--- config.mk ---
export PLATFORM = sky130hd
export DESIGN_NAME = psum_acc
export DESIGN_NICKNAME = d
export VERILOG_FILES = /design/src/rtl/psum_pkg.sv /design/src/rtl/psum_acc_sat_adder.sv /design/src/rtl/psum_acc.sv
export SDC_FILE = /design/constraint.sdc
export NUM_CORES = 1
export LEC_CHECK = 0
export ABC_AREA = 1
export CORE_MARGIN = 2
export CORE_UTILIZATION = 45
export CTS_CLUSTER_DIAMETER = 60
export DETAILED_ROUTE_END_ITERATION = 8
export HOLD_SLACK_MARGIN = 0.1
export PLACE_DENSITY = 0.73
export SYNTH_ARGS = -nofsm -noshare
export SYNTH_HDL_FRONTEND = slang
export SYNTH_SLANG_ARGS = --single-unit
--- constraint.sdc ---
create_clock -name clk -period 2.2 [get_ports clk]
set_clock_uncertainty 0.2 [all_clocks]
set_input_delay 0.33 -clock clk [delete_from_list [all_inputs] [get_ports clk]]
set_output_delay 0.33 -clock clk [all_outputs]
set_load 0.005 [all_outputs]
--- src/rtl/psum_pkg.sv ---
// rtl/psum_pkg.sv - shared types, default widths and saturating-add helper for psum_acc
package psum_pkg;

    localparam int M_BW   = 16;
    localparam int AK_BW  = 20;
    localparam int KSIZE  = 9;
    localparam int CNT_BW = 8;

    typedef enum logic [1:0] {
        ST_IDLE = 2'd0,
        ST_ACC  = 2'd1,
        ST_DONE = 2'd2
    } psum_state_e;

    // Returns {ovf, sum}; sum clamps to all-ones when the carry-out is set.
    function automatic logic [AK_BW:0] sat_add(input logic [AK_BW-1:0] acc,
                                               input logic [M_BW-1:0]  prod);
        logic [AK_BW:0] s;
        s = {1'b0, acc} + {{(AK_BW+1-M_BW){1'b0}}, prod};
        return s[AK_BW] ? {1'b1, {AK_BW{1'b1}}} : s;
    endfunction

endpackage

--- src/rtl/psum_acc_sat_adder.sv ---
// rtl/psum_acc_sat_adder.sv - combinational AK_BW+1-bit adder clamping to 2^AK_BW-1
module sat_adder #(
    parameter int M_BW  = psum_pkg::M_BW,
    parameter int AK_BW = psum_pkg::AK_BW
) (
    input  logic [AK_BW-1:0] acc,
    input  logic [M_BW-1:0]  prod,
    output logic [AK_BW-1:0] sum,
    output logic             ovf
);

    logic [AK_BW:0] full;

    assign full = {1'b0, acc} + {{(AK_BW+1-M_BW){1'b0}}, prod};
    assign ovf  = full[AK_BW];
    assign sum  = full[AK_BW] ? {AK_BW{1'b1}} : full[AK_BW-1:0];

endmodule

--- src/rtl/psum_acc.sv ---
// rtl/psum_acc.sv - sums KSIZE valid products per window and holds the result on a valid/ready port
module psum_acc #(
    parameter int M_BW   = psum_pkg::M_BW,
    parameter int AK_BW  = psum_pkg::AK_BW,
    parameter int KSIZE  = psum_pkg::KSIZE,
    parameter int CNT_BW = psum_pkg::CNT_BW
) (
    input  logic              clk,
    input  logic              rst_n,
    input  logic [M_BW-1:0]   i_prod,
    input  logic              i_prod_vld,
    input  logic              i_clear,
    output logic              o_busy,
    output logic [AK_BW-1:0]  o_psum,
    output logic              o_valid,
    input  logic              i_ready,
    output logic              o_ovf,
    output logic [CNT_BW-1:0] o_cnt
);
    import psum_pkg::*;

    localparam logic [CNT_BW-1:0] KSIZE_C = CNT_BW'(KSIZE);

    psum_state_e       state;
    logic [AK_BW-1:0]  acc;
    logic [CNT_BW-1:0] cnt;
    logic              ovf;
    logic              valid_q;
    logic              busy_q;

    logic [AK_BW-1:0]  add_sum;
    logic              add_ovf;
    logic [CNT_BW-1:0] cnt_nxt;

    sat_adder #(.M_BW(M_BW), .AK_BW(AK_BW)) u_sat_adder (
        .acc  (acc),
        .prod (i_prod),
        .sum  (add_sum),
        .ovf  (add_ovf)
    );

    assign cnt_nxt = cnt + 1'b1;

    always_ff @(posedge clk or negedge rst_n) begin
        if (!rst_n) begin
            state   <= ST_IDLE;
            acc     <= '0;
            cnt     <= '0;
            ovf     <= 1'b0;
            valid_q <= 1'b0;
            busy_q  <= 1'b0;
        end else begin
            case (state)
                ST_IDLE: begin
                    if (i_clear) begin
                        acc <= '0;
                        cnt <= '0;
                        ovf <= 1'b0;
                    end else if (i_prod_vld) begin
                        acc <= AK_BW'(i_prod);
                        cnt <= CNT_BW'(1);
                        ovf <= 1'b0;
                        if (KSIZE == 1) begin
                            state   <= ST_DONE;
                            valid_q <= 1'b1;
                            busy_q  <= 1'b1;
                        end else begin
                            state <= ST_ACC;
                        end
                    end
                end
                ST_ACC: begin
                    if (i_clear) begin
                        state <= ST_IDLE;
                        acc   <= '0;
                        cnt   <= '0;
                        ovf   <= 1'b0;
                    end else if (i_prod_vld) begin
                        acc <= add_sum;
                        cnt <= cnt_nxt;
                        ovf <= ovf | add_ovf;
                        if (cnt_nxt == KSIZE_C) begin
                            state   <= ST_DONE;
                            valid_q <= 1'b1;
                            busy_q  <= 1'b1;
                        end
                    end
                end
                ST_DONE: begin
                    // Completed results survive i_clear; only the handshake releases them.
                    if (i_ready) begin
                        state   <= ST_IDLE;
                        acc     <= '0;
                        cnt     <= '0;
                        ovf     <= 1'b0;
                        valid_q <= 1'b0;
                        busy_q  <= 1'b0;
                    end
                end
                default: begin
                    state   <= ST_IDLE;
                    acc     <= '0;
                    cnt     <= '0;
                    ovf     <= 1'b0;
                    valid_q <= 1'b0;
                    busy_q  <= 1'b0;
                end
            endcase
        end
    end

    assign o_psum  = acc;
    assign o_valid = valid_q;
    assign o_busy  = busy_q;
    assign o_ovf   = ovf;
    assign o_cnt   = cnt;

endmodule

==> metrics.cfg <==
[run_status]
outcome = complete, but fails checks
violations = setup timing

[timing]
whs_ns = 0.239
hold_viol = 0
setup_tns_ns = -0.0406
worst_slew_pin_slew_ns = 0.479
rsz0062_at_grt = true
drv_slew = 0
relSlewSlack_pct = 68.0
fin_crit_sh_pct = 101
fmax_mhz = 448
final-setup-viol-count = 2
fin_crit_ns = 2.23
worst_slack_ns = -0.0317

[logic_synthesis]
synth-seq-cells = 32
syn-instance-count = 454
synthAdderAreaFrac_pct = 8.56
synth_nets = 494
synth_edf_count = 0
synth_top_family_by_area = simple AND/OR/NAND/NOR gates
postSynthAreaPerCell_sq_um = 6.31
synth_area_sq_mm = 0.00287
synthMuxAreaShare_pct = 0
synth-simple-area-share_pct = 40.6
synth_cell_type_count = 34
synth_compound_area_share_pct = 8.21
synth_xor_area_share_pct = 3.67
seq_area_frac_synth_pct = 27.9
yosys_warnings = 0
ys.flop_type = dfrtp_1
synth-async-reset-ratio_pct = 100

[route]
drcViolationCount = 0
drt_pass1_iterations = 4
wl_um = 8100
ant_nets = 0
viasPerCell = 4.96
vias = 3124
drt_iter0_markers = 170
wl_per_cell_um = 12.9

[critical_path]
rr_startpoint = o_psum[0]
cp-startpoint = i_prod[5]
worstSetupPathType = in2reg
crit_top_cell = nand2_1
arrival_ns = 2.21
start_kind = input pin
slowest_stage = clkdlybuf4s50_1
cp_cell_sequence = clkdlybuf4s50_1, ha_1, buf_4, nand2_1, inv_1, nand2_1, o21ai_0, nand2_1, nand3_1, nand3_1, nand2_1, nand2_1
endpoint_kind = flip-flop
worstPathMaxFanout = 4
cp.buffers_inverters = 3
cpPeakStageDelay_ns = 0.42
cp_top_family = buffers and inverters
worstPathRequired_ns = 2.18

[die]
ios = 52
die-area_sq_mm = 0.00702
die_w_um = 83.8
rows = 29
core-area_sq_mm = 0.00624
die_h_um = 83.8
initial_core_util_pct = 45.9

[layout]
num_antenna_cells = 0
design_area_sq_mm = 0.00409
fin_nets = 592
final_cell_mix = nand2_1 (191), inv_1 (64), clkdlybuf4s50_1 (45)
layout-drive-gt1-share_pct = 20.3
final_common_cell = nand2_1
syn_to_final_growth_pct = 42.5

[clocking]
path_clk_slew_ns = 0.08
cts_num_sinks = 32
ctsHoldBuffers = 0
cts_tree = yes
numCtsBuffers = 5
htree_levels = 2
clk_path_buf_depth = 2
insertion_delay_ns = 0.29
root_buffer = clkbuf_8

[placement]
hpwl_um = 5940
gp_congestion = 0.901
post_dp_cell_area_sq_mm = 0.00378
pre_cts_ws_ns = -0.578
port_buffers = 51

[global_routing]
grt_pass1_vias = 3044
antenna_found_initial = 0
gr-usage-met2_pct = 40.1
grt.total_usage_pct = 23.4
use_met3_pct = 3.86
busiest_layer = met2
globalRouteOverflowTotal = 0
grt_pass1_wl_um = 13500
grt_util_met1_pct = 31.2
grt_max_degree = 33

[worst_hold_path]
hp-class = in2async

[pwr]
p_leak_uw = 0.00220
p_per_area_mw_per_mm2 = 618
vdd_drop_max_v = 0.000359

[flow_run]
drv_cap = 0

-- cell usage after synthesis, drive strengths merged (2+ instances only) --
library cell / count / share of area, %
nand2: 211 / 29
inv: 68 / 8.9
dfrtp: 32 / 28
nand3: 30 / 5.9
o21ai: 21 / 3.8
nor2: 19 / 2.7
ha: 18 / 7.9
a21oi: 14 / 2.6
nor3: 7 / 1.8
xor2: 7 / 2.1
buf: 5 / 1.7
xnor2: 5 / 1.5
a21boi: 3 / 0.79
clkbuf: 3 / 0.39
nand4: 3 / 0.65
o21a: 2 / 0.52
or2: 2 / 0.44
-- area by class of cell --
cell class / count / area (sq um)
clock buffer: 7 / 86.3
fill: 550 / 2160
sequential: 32 / 801
multi-input combinational: 347 / 1940
inverter: 68 / 255
clock inverter: 1 / 7.51
tap: 77 / 96.3
timing repair buffer: 98 / 896
-- power by group --
group / internal (uW) / total [uW] / switching, uW / leakage, uW
clock: 255 / 499 / 245 / 0.0000445
sequential: 648 / 713 / 65.8 / 0.000428
combinational: 648 / 1310 / 663 / 0.00173
-- registers in the layout, indices dropped and copies added, names as in the netlist --
signal  cells
state       2
o_cnt       8
o_ovf       1
o_psum     20
o_busy      1
-- per-layer routing --
layer / share of wire [%] / vias up
met1: 45 / 1448
met4: 0.75 / 0
met2: 49 / 68
met5: 0 / -
li1: - / 1602
met3: 5.3 / 6
-- worst register-to-register path, cell delays in order, from the launching register on --
cell and delay (ns):
dfrtp_1 0.39, ha_2 0.21, fa_2 0.37, nand2_2 0.08, nand2_2 0.07, nand3_2 0.07, nand2_2 0.07, nand2_2 0.08
nand2_4 0.09, buf_6 0.16, a31o_2 0.19, a21oi_1 0.14
-- final timing paths --
kind                                   end  slack (ns)  depth (start not counted)
worst min register to register       o_ovf        0.30                          1
worst max-delay path            o_psum[17]       -0.03                         12
worst min-delay path             o_psum[9]        0.24                          2
max in group asynchronous       o_psum[18]        1.23                          2
min in group clk                o_psum[12]        0.26                          5
worst max register to register  o_psum[16]       -0.01                         11
-- logic make-up after synthesis --
| kind of cell | Yosys count |
|---|---|
| AO/OA/AOI/OAI | 42 |
| XOR/XNOR | 12 |
| adder cells (fa/ha/maj) | 19 |
| buffers and inverters | 76 |
| flip-flops | 32 |
| AND/OR/NAND/NOR | 273 |
-- through the flow --
step	utilization [%]	std cells	total power [uW]
final	65.5	630	2520
after global routing	65.5	630	2710
after CTS	63.2	628	2450
after detailed placement	60.5	619	1900
after global placement	60.5	619	1870
after floorplan	-	454	1370
-- repair_timing --
| action | CTS | global route |
|---|---|---|
| endpoints found under the setup margin | 21 | 21 |
| cloned | 1 | 0 |
| pin swaps | 7 | 6 |
| gates resized for setup | 13 | 36 |
| setup buffers | 0 | 2 |
| hold endpoints to repair | 0 | 0 |
Note: power is estimated with default switching activity, not from simulation.
